$ cat src/rtl/rolling_stats.sv
// rolling_stats: sliding-window mean and mean-of-squares over the last WINDOW
// 8-bit samples. The window is a circular buffer with running sum and square-sum.
//
// Ports:
//   clk          rising-edge clock
//   rst_n        asynchronous active-low reset
//   data_valid   data_in carries a new sample this cycle
//   data_in      unsigned 8-bit sample
//   clear        synchronous flush of the window (wins over data_valid)
//   N_mean       floor(sum of window / WINDOW)
//   N_sqr_mean   floor(sum of squares of window / WINDOW)
//   current_data most recently accepted sample
//   stats_valid  window is full
//   stats_update one-cycle pulse per accepted sample while the window is full
module rolling_stats #(
  parameter int unsigned WINDOW = 16
) (
  input  logic        clk,
  input  logic        rst_n,
  input  logic        data_valid,
  input  logic [7:0]  data_in,
  input  logic        clear,
  output logic [7:0]  N_mean,
  output logic [15:0] N_sqr_mean,
  output logic [7:0]  current_data,
  output logic        stats_valid,
  output logic        stats_update
);

  localparam int unsigned LOG2W = $clog2(WINDOW);
  localparam int unsigned SUM_W = 8 + LOG2W;
  localparam int unsigned SQ_W  = 16 + LOG2W;
  localparam int unsigned CNT_W = LOG2W + 1;

  typedef enum logic {
    FILL = 1'b0,
    RUN  = 1'b1
  } state_t;

  state_t             state_q, state_d;
  logic [SUM_W-1:0]   sum_q, sum_d;
  logic [SQ_W-1:0]    sq_q, sq_d;
  logic [CNT_W-1:0]   fill_q, fill_d;
  logic [LOG2W-1:0]   ptr_q, ptr_d;
  logic [7:0]         cur_q, cur_d;
  logic               valid_q, valid_d;
  logic               upd_q, upd_d;

  logic [7:0]         buf_mem [WINDOW];
  logic [7:0]         evicted;
  logic [15:0]        din_sq;
  logic [15:0]        ev_sq;
  logic               accept;

  assign accept  = data_valid & ~clear;
  // Read the slot about to be overwritten; it is the oldest sample once in RUN.
  assign evicted = buf_mem[ptr_q];
  assign din_sq  = 16'(data_in) * 16'(data_in);
  assign ev_sq   = 16'(evicted) * 16'(evicted);

  // State register
  always_ff @(posedge clk or negedge rst_n) begin
    if (!rst_n) begin
      state_q <= FILL;
    end else begin
      state_q <= state_d;
    end
  end

  // Next-state logic: the WINDOW-th accepted sample moves FILL to RUN
  always_comb begin
    state_d = state_q;
    if (clear) begin
      state_d = FILL;
    end else if (data_valid && (state_q == FILL) &&
                 (fill_q == CNT_W'(WINDOW - 1))) begin
      state_d = RUN;
    end
  end

  // Datapath / output next values
  always_comb begin
    sum_d   = sum_q;
    sq_d    = sq_q;
    fill_d  = fill_q;
    ptr_d   = ptr_q;
    cur_d   = cur_q;
    valid_d = (state_d == RUN);
    upd_d   = 1'b0;
    if (clear) begin
      sum_d  = '0;
      sq_d   = '0;
      fill_d = '0;
      ptr_d  = '0;
      cur_d  = '0;
    end else if (data_valid) begin
      ptr_d = ptr_q + LOG2W'(1);
      cur_d = data_in;
      upd_d = (state_d == RUN);
      if (state_q == FILL) begin
        sum_d  = sum_q + SUM_W'(data_in);
        sq_d   = sq_q + SQ_W'(din_sq);
        fill_d = fill_q + CNT_W'(1);
      end else begin
        // Evicted value is part of the current sums, so subtraction never underflows.
        sum_d = sum_q + SUM_W'(data_in) - SUM_W'(evicted);
        sq_d  = sq_q + SQ_W'(din_sq) - SQ_W'(ev_sq);
      end
    end
  end

  // Registered datapath and outputs
  always_ff @(posedge clk or negedge rst_n) begin
    if (!rst_n) begin
      sum_q   <= '0;
      sq_q    <= '0;
      fill_q  <= '0;
      ptr_q   <= '0;
      cur_q   <= '0;
      valid_q <= 1'b0;
      upd_q   <= 1'b0;
    end else begin
      sum_q   <= sum_d;
      sq_q    <= sq_d;
      fill_q  <= fill_d;
      ptr_q   <= ptr_d;
      cur_q   <= cur_d;
      valid_q <= valid_d;
      upd_q   <= upd_d;
    end
  end

  // Sample storage; contents are only read after being written in this window
  always_ff @(posedge clk) begin
    if (accept) begin
      buf_mem[ptr_q] <= data_in;
    end
  end

  // Division by WINDOW is a slice of the registered sums
  assign N_mean       = sum_q[SUM_W-1:LOG2W];
  assign N_sqr_mean   = sq_q[SQ_W-1:LOG2W];
  assign current_data = cur_q;
  assign stats_valid  = valid_q;
  assign stats_update = upd_q;

endmodule

$ cat config.mk
export PLATFORM = sky130hd
export DESIGN_NAME = rolling_stats
export DESIGN_NICKNAME = d
export VERILOG_FILES = /design/src/rtl/rolling_stats.sv
export SDC_FILE = /design/constraint.sdc
export NUM_CORES = 1
export LEC_CHECK = 0
export ABC_CLOCK_PERIOD_IN_PS = 9000
export CELL_PAD_IN_SITES_DETAIL_PLACEMENT = 1
export CELL_PAD_IN_SITES_GLOBAL_PLACEMENT = 1
export CORE_ASPECT_RATIO = 2
export CORE_MARGIN = 2
export CORE_UTILIZATION = 42
export CTS_CLUSTER_DIAMETER = 40
export CTS_CLUSTER_SIZE = 30
export DETAILED_ROUTE_END_ITERATION = 10
export GPL_ROUTABILITY_DRIVEN = 1
export GPL_TIMING_DRIVEN = 1
export PLACE_DENSITY = 0.75
export SETUP_SLACK_MARGIN = 0.02
export SLEW_MARGIN = 20
export SYNTH_ARGS = -nofsm -noshare
export SYNTH_HDL_FRONTEND = slang
export SYNTH_SLANG_ARGS = --single-unit
$ cat constraint.sdc
create_clock -name clk -period 9 [get_ports clk]
set_input_delay 2.7 -clock clk [delete_from_list [all_inputs] [get_ports clk]]
set_output_delay 2.7 -clock clk [all_outputs]
set_load 0.03 [all_outputs]
After elaboration in Yosys (flattened, before gate mapping) --
Memory sizes are Yosys's and may differ from the RTL's. Cells that the tools add are included.
Storage, ports and cells: flip-flop bits (word level) 51, memory bits (writable) 128, input bits 12, output and inout port bits 34, memories 1
Memory list:
- buf_mem | depth 16, width 8, read ports 1, clocked after memory_dff 0, write ports 1, line 49 | logic [7:0] buf_mem [WINDOW];
Cells by class: add/subtract/negate cells 6, $mul 2, equality and inequality tests 2, muxes and demuxes 19, bitwise gates (word level) 3, reduce and logical (&&, ||, !) cells 4
Operator list (count):
- $mux W20 | 3
- $mux W12 | 3
- $mul A8 B8 Y16 | 2
- $add A20 B16 Y20 | 1
- $sub A20 B16 Y20 | 1
- $mux W8 | 2
- $mux W5 | 3
- $add A12 B8 Y12 | 1
- $sub A12 B8 Y12 | 1
- $mux W4 | 2
- $mux W1 | 6
- $add A5 B1 Y5 const B | 1
- $eq A5 B4 Y1 const B | 1
- $add A4 B1 Y4 const B | 1
- $logic_and A1 B1 Y1 | 2
- $ne A2 B2 Y1 const B | 1
- $not A1 Y1 | 2
- $reduce_and A2 Y1 | 1
- $reduce_bool A2 Y1 | 1
- $and A1 B1 Y1 | 1

Depth between registers and ports, before layout --
Gate-level depths: netlist of run 1.
depth after elaboration 7, gate-level depth with buffers 30, gate-level depth less buffers 29

Least setup slack after synthesis of run 1 --
OpenSTA, ideal clock, no wires.
path kind input -> register, start point in data_in[5], end point reg sq_q[17], arrival time 9497 ps, data required time 8904 ps, setup slack -592 ps, stages 25, cells stage by stage clkbuf_1 and2_1 fa_1 fa_1 inv_1 fa_1 fa_1 inv_1 ha_1 xnor2_1 fa_1 inv_1 fa_1 fa_1 fa_1 inv_1 ha_1 a2111oi_0 o21ai_1 nor4b_2 o31ai_1 o311ai_2 xor2_1 nand2_1 a311oi_2
Between the ends: word-level cells in the longest chain between the ends 6
Ends and longest elaborated chain:
- from (decl) | line 21 | input logic [7:0] data_in,
- $mul A8 B8 Y16 * | line 58 | assign din_sq = 16'(data_in) * 16'(data_in);
- $add A20 B16 Y20 * | line 102, 107
- $sub A20 B16 Y20 | line 107 | sq_d = sq_q + SQ_W'(din_sq) - SQ_W'(ev_sq);
- $mux W20 * | line 100 | if (state_q == FILL) begin
- $mux W20 * | line 96 | end else if (data_valid) begin
- $mux W20 * | line 90 | if (clear) begin
- to (signal assigned) | line 124 | sq_q <= sq_d;
- to (decl) | line 42 | logic [SQ_W-1:0] sq_q, sq_d;
Every way passes the cells marked *; elsewhere a longest branch is shown, timed or not. The select of a mux whose other input is x is not followed. A chain may end at the register's enable or synchronous reset.

Worst setup path after layout of run 1 --
start point in data_in[1], end point reg sq_q[17]
Same word-level chain as after synthesis.

==> results of run 1 <==
-- tightest hold or removal path, stage by stage (launching register included) --
cell and delay (ns):
dfrtp_1 0.35, mux2i_1 0.07, nor2_1 0.08
-- per-layer routing --
metal / part of all wire (%) / up-vias / routed length [microns]
met3: 3.5 / 78 / 1350
met4: 3.4 / 0 / 1301
li1: - / 4189 / -
met2: 55 / 246 / 21250
met1: 38 / 4851 / 14850
met5: 0 / - / 0
-- area by class of cell --
class	count	share of cell area, %
multi-input combinational	729	47.58
timing repair buffer	195	10.33
tap	372	2.873
clock buffer	17	2.626
sequential	179	31.61
inverter	168	3.900
clock inverter	15	1.081
-- sequential cells by signal, indices dropped and copies added, names as in the netlist --
name          cells
current_data      8
sq_q             20
ptr_q             4
fill_q            5
stats_update      1
buf_mem         128
stats_valid       1
sum_q            12
-- stage by stage --
stage          TNS (ns)  instance area, sq um  instances  hold WS [ns]  util [%]
3_5_place_dp     -16.43                 14600       1607        0.5184     47.66
2_1_floorplan   -0.1731                 13200       1136        0.4863         -
6_report         -2.858                 16200       1675        0.5351     52.90
3_3_place_gp     -14.29                 14590       1607        0.5050     47.62
4_1_cts          -4.029                 15770       1665        0.5386     51.50
5_1_grt          -5.539                 16200       1675        0.5729     52.90
-- logic make-up (layout without fill, tap and decap cells) --
group / count (synthesis) / in the layout
AO/OA/AOI/OAI: 157 / 157
XOR/XNOR: 55 / 55
adder cells (fa/ha/maj): 184 / 184
buffers and inverters: 228 / 395
flip-flops: 179 / 179
multiplexers: 59 / 59
AND/OR/NAND/NOR: 274 / 274
-- Yosys cell counts, types with 9 or more instances --
cell type / n / area, sq um
a211oi_1: 24 / 180.2
a21oi_1: 27 / 135.1
and2_1: 20 / 125.1
buf_1: 10 / 37.54
buf_4: 25 / 187.7
clkbuf_1: 21 / 78.83
dfrtp_1: 51 / 1276
edfxtp_1: 128 / 3844
fa_1: 77 / 1541
ha_1: 107 / 1339
inv_1: 161 / 604.3
mux2i_1: 18 / 180.2
mux4_2: 40 / 900.9
nand2_1: 66 / 247.7
nand3_1: 13 / 65.06
nor2_1: 117 / 439.2
nor2b_1: 9 / 56.30
nor3_1: 21 / 105.1
o21ai_0: 22 / 110.1
xnor2_1: 34 / 297.8
xor2_1: 21 / 183.9
-- timing repair --
action | CTS | global route
resized for setup | 106 | 72
gates cloned | 1 | 0
pin swaps | 81 | 72
setup buffers | 26 | 14
setup endpoints to repair | 14 | 14
-- how the worst max path moves through the flow --
stage | startpoint | end | slack (ns) | depth (start not counted)
finish | data_in[1] | sq_q[17] | -0.42 | 27
global route | data_in[7] | sq_q[17] | -0.65 | 28
CTS | data_in[0] | sq_q[13] | -0.45 | 30
detailed placement | data_in[2] | sq_q[13] | -1.42 | 30
global placement | data_in[4] | sq_q[13] | -1.25 | 30
floorplan | data_in[0] | sq_q[18] | -0.09 | 27
-- cell usage in the layout (no fill, tap or decap), types with 18 or more instances in the layout --
cell,netlist,final
a21oi_1,27,19
buf_4,25,129
buf_6,2,19
clkdlybuf4s50_1,0,34
dfrtp_1,51,50
edfxtp_1,128,128
fa_1,77,70
ha_1,107,88
inv_1,161,146
inv_2,6,21
mux2i_1,18,18
mux4_2,40,40
nand2_1,66,58
nor2_1,117,111
xnor2_1,34,26
==> impl_metrics.json, run 1 <==
{
  "grt_max_degree": 66,
  "dpl_worst_slack_ns": -1.418,
  "ctsLongestPathBuffers": 2,
  "violations": "negative setup slack",
  "vias": 9364,
  "coreArea_sq_um": 30630,
  "port_buffers": 45,
  "grt_pass1_wl_mm": 60.24,
  "synth_edf_count": 128,
  "nFillCells": 3175,
  "rows": 91,
  "synthMuxAreaShare_pct": 8.417,
  "synth_compound_area_share_pct": 9.005,
  "synth-simple-area-share_pct": 9.641,
  "synthAdderAreaFrac_pct": 22.19,
  "setup_viol": 11,
  "final.setup_skew_ns": 0.01661,
  "routabilityCongestion": 0.8285,
  "min_to": "current_data[6]",
  "synth.distinct_cells": 76,
  "diodes": 0,
  "critical_path.top_delay_family": "adder cells",
  "synth_cells": 1136,
  "arrival_ns": 9.78,
  "drive_gt1_share_pct": 29.24,
  "cpPeakStageDelay_ns": 0.55,
  "cap_violations": 0,
  "synth_ff_type": "edfxtp_1",
  "hpwl_mm": 26.36,
  "gr-usage-met3_pct": 2.942,
  "cts.clk_slew.worst_paths_ns": 0.09,
  "cp-end-kind": "flop",
  "final_nets": 1486,
  "slew-limit-headroom_pct": 33.42,
  "worstMarginPinSlew_ns": 0.9987,
  "cts_tree": "yes",
  "min_period_ns": 9.417,
  "drc_errors": 0,
  "htreeDepth": 4,
  "post-route-period-util_pct": 104.6,
  "drt_iter0_drc": 522,
  "grt_remaining_overflow": 0,
  "worstPathMaxFanout": 6,
  "insertion_delay_ns": 0.45,
  "io_pins": 46,
  "busiest_layer": "met2",
  "first_pass_iters": 4,
  "track_usage_pct": 24.39,
  "synth_xor_area_share_pct": 3.712,
  "synth_top_family_by_area": "adder cells",
  "holdBufCountCts": 0,
  "multi_input_area_sq_um": 7709,
  "rsz0062_at_grt": "true",
  "layout_setup_ws_ns": -0.4168,
  "dieArea_sq_um": 32410,
  "hp-start": "current_data[6]",
  "die_h_microns": 252.6,
  "timing.fmax_mhz": 106.2,
  "drtAntennaViolNets": 0,
  "critPathLaunchType": "primary input",
  "required_ns": 9.37,
  "hp-class": "flop to flop",
  "synth_warnings": 0,
  "r2r_start": "sq_q[4]",
  "reg2reg_slack_ns": 1.67,
  "met2_usage_pct": 44.24,
  "wl_mm": 38.74,
  "r2r_cells": 28,
  "ff_latch_area_sq_um": 5121,
  "cp_common_cell": "fa_1",
  "status": "finished with violations",
  "synth_area_sq_um": 12980,
  "critPathSlowestCell": "fa_2",
  "crit_type": "primary input to flop",
  "ys_seq_elements": 179,
  "syn_to_final_growth_pct": 24.85,
  "cts_buffers": 17,
  "grt_antenna_before_repair": 0,
  "via_per_inst": 5.590,
  "cts.sinks": 179,
  "finalHoldViolCount": 0,
  "cts_root_buf": "clkbuf_16",
  "async_flop_share_pct": 28.49,
  "regToRegEndpoint": "sq_q[17]",
  "yosysSeqAreaShare_pct": 39.45,
  "hold_depth": 2,
  "avgRoutedWirePerCell_microns": 23.13,
  "use_met1_pct": 29.27,
  "synth_nets": 1332,
  "initial_core_util_pct": 42.37,
  "synth.avg_cell_area_sq_um": 11.42,
  "maxSlewViolCount": 0,
  "grt_pass1_vias": 10690,
  "die_w_microns": 128.3,
  "critical_path_buf_inv_count": 7
}
Power of run 1 is not shown: default switching activity piles up to over one toggle a cycle in this logic, so the estimate is an artifact.
==> run 2, diff against run 1 <==
SLEW_MARGIN = default   (was 20)
==> impl_metrics.json, run 2 (same netlist as run 1, synthesis figures left out) <==
{
  "status": "finished with violations",
  "violations": "negative setup slack",
  "critPathLaunchType": "primary input",
  "coreArea_sq_um": 30630,
  "first_pass_iters": 5,
  "htreeDepth": 4,
  "cts.sinks": 179,
  "post-route-period-util_pct": 106.3,
  "slew-limit-headroom_pct": 23.20,
  "hp-class": "flop to flop",
  "timing.fmax_mhz": 104.6,
  "avgRoutedWirePerCell_microns": 22.89,
  "die_w_microns": 128.3,
  "drt_iter0_drc": 625,
  "cts.clk_slew.worst_paths_ns": 0.08,
  "top_regs": "buf_mem x128, sq_q x20, sum_q x12",
  "worstPathMaxFanout": 7,
  "cts_root_buf": "clkbuf_16",
  "wl_mm": 38.71,
  "drive_gt1_share_pct": 31.39,
  "largest_register_ffs": 128,
  "nFillCells": 3159,
  "final_nets": 1502,
  "syn_to_final_growth_pct": 26.92,
  "cpPeakStageDelay_ns": 0.59,
  "arrival_ns": 9.92,
  "cp-end-kind": "flop",
  "port_buffers": 45,
  "insertion_delay_ns": 0.46,
  "crit_type": "primary input to flop",
  "mostFrequentLayoutCell": "inv_1",
  "diodes": 0,
  "required_ns": 9.35,
  "grt_remaining_overflow": 0,
  "grt_antenna_before_repair": 0,
  "vias": 9384,
  "grt_pass1_vias": 10620,
  "die_h_microns": 252.6,
  "regMostFlops": "buf_mem",
  "fin_util_pct": 53.78,
  "cts_buffers": 17,
  "io_pins": 46,
  "hpwl_mm": 26.27,
  "layout_setup_ws_ns": -0.5638,
  "worstMarginPinSlew_ns": 1.143,
  "min_period_ns": 9.564,
  "initial_core_util_pct": 42.37,
  "drtAntennaViolNets": 0,
  "maxSlewViolCount": 0,
  "holdWs_ns": 0.5341,
  "final.setup_skew_ns": 0.01266,
  "grt_max_degree": 66,
  "setup_viol": 13,
  "grt_pass1_wl_mm": 58.84,
  "cap_violations": 0,
  "routabilityCongestion": 0.8285,
  "track_usage_pct": 23.81,
  "cts_tree": "yes",
  "finalHoldViolCount": 0,
  "drc_errors": 0,
  "rows": 91,
  "cp_common_cell": "fa_1",
  "ctsLongestPathBuffers": 2,
  "via_per_inst": 5.549,
  "rsz0062_at_grt": "true",
  "dieArea_sq_um": 32410,
  "layout_common_cells": "inv_1, buf_4, edfxtp_1, nor2_1, ha_1",
  "critPathSlowestCell": "fa_1"
}
==> run 2: changes by cell type in the layout (fill, tap and decap cells not counted), sizes merged <==
cell | before | now
buf | 156 | 171
bufbuf | 1 | 0
clkbuf | 20 | 23
dlygate4sd2 | 1 | 0
==> run 2: cell type report <==
type / instances / area [sq um] / area share, %
multi-input cells: 729 / 7786 / 47.27
flip-flops and latches: 179 / 5121 / 31.09
repair buffers: 211 / 1859 / 11.29
inverters: 168 / 639.4 / 3.882
well taps: 372 / 465.4 / 2.826
clock buffers: 17 / 425.4 / 2.583
clock inverters: 15 / 173.9 / 1.056
==> run 2: per-stage QoR <==
stage / instance area, sq um / setup TNS [ns] / std cells / setup slack (ns)
finish: 16470 / -4.423 / 1691 / -0.5638
CTS: 15610 / -3.772 / 1661 / -0.4399
global route: 16470 / -7.167 / 1691 / -0.7519
global placement: 14590 / -14.29 / 1607 / -1.250
detailed placement: 14590 / -16.35 / 1607 / -1.438
floorplan: 13200 / -0.1731 / 1136 / -0.08523
==> run 2: final timing paths <==
check / startpoint / end / slack [ns] / depth (start not counted)
max in group asynchronous: rst_n / ptr_q[0] / 6.01 / 2
min: current_data[6] / current_data[6] / 0.53 / 2
min reg2reg: current_data[6] / current_data[6] / 0.53 / 2
max: data_in[1] / sq_q[18] / -0.56 / 28
max reg2reg: sq_q[7] / sq_q[18] / 1.43 / 25
min in group asynchronous: rst_n / sq_q[15] / 2.40 / 2
==> run 2: worst max-delay path: cells and delay by family <==
| kind | cells | cell delay [ns] |
|---|---|---|
| xor gates and xnor gates | 2 | 0.35 |
| adders and majority gates | 10 | 4.46 |
| buffers and inverters | 7 | 0.53 |
| AOI/OAI and AO/OA | 8 | 1.81 |
| and+or+nand+nor | 1 | 0.04 |
==> run 2: timing repair <==
item                                    4_1_cts  5_1_grt
gates cloned                                  0        1
pin swaps                                    75      116
resized for setup                            83      141
hold buffers                                  0        0
endpoints found under the setup margin       14       14
endpoints found under the hold margin         0        0
buffers inserted                             23       33
==> run 2: routing by layer <==
metal  part of all wire (%)  track usage [%]  vias to the layer above
met2                     55            42.36                      252
met4                    3.4            9.890                        0
met1                     38            28.78                     4825
li1                       -                -                     4222
met5                      0                0                        -
met3                    3.5            2.985                       85
Power of run 2 is left out for the same reason.
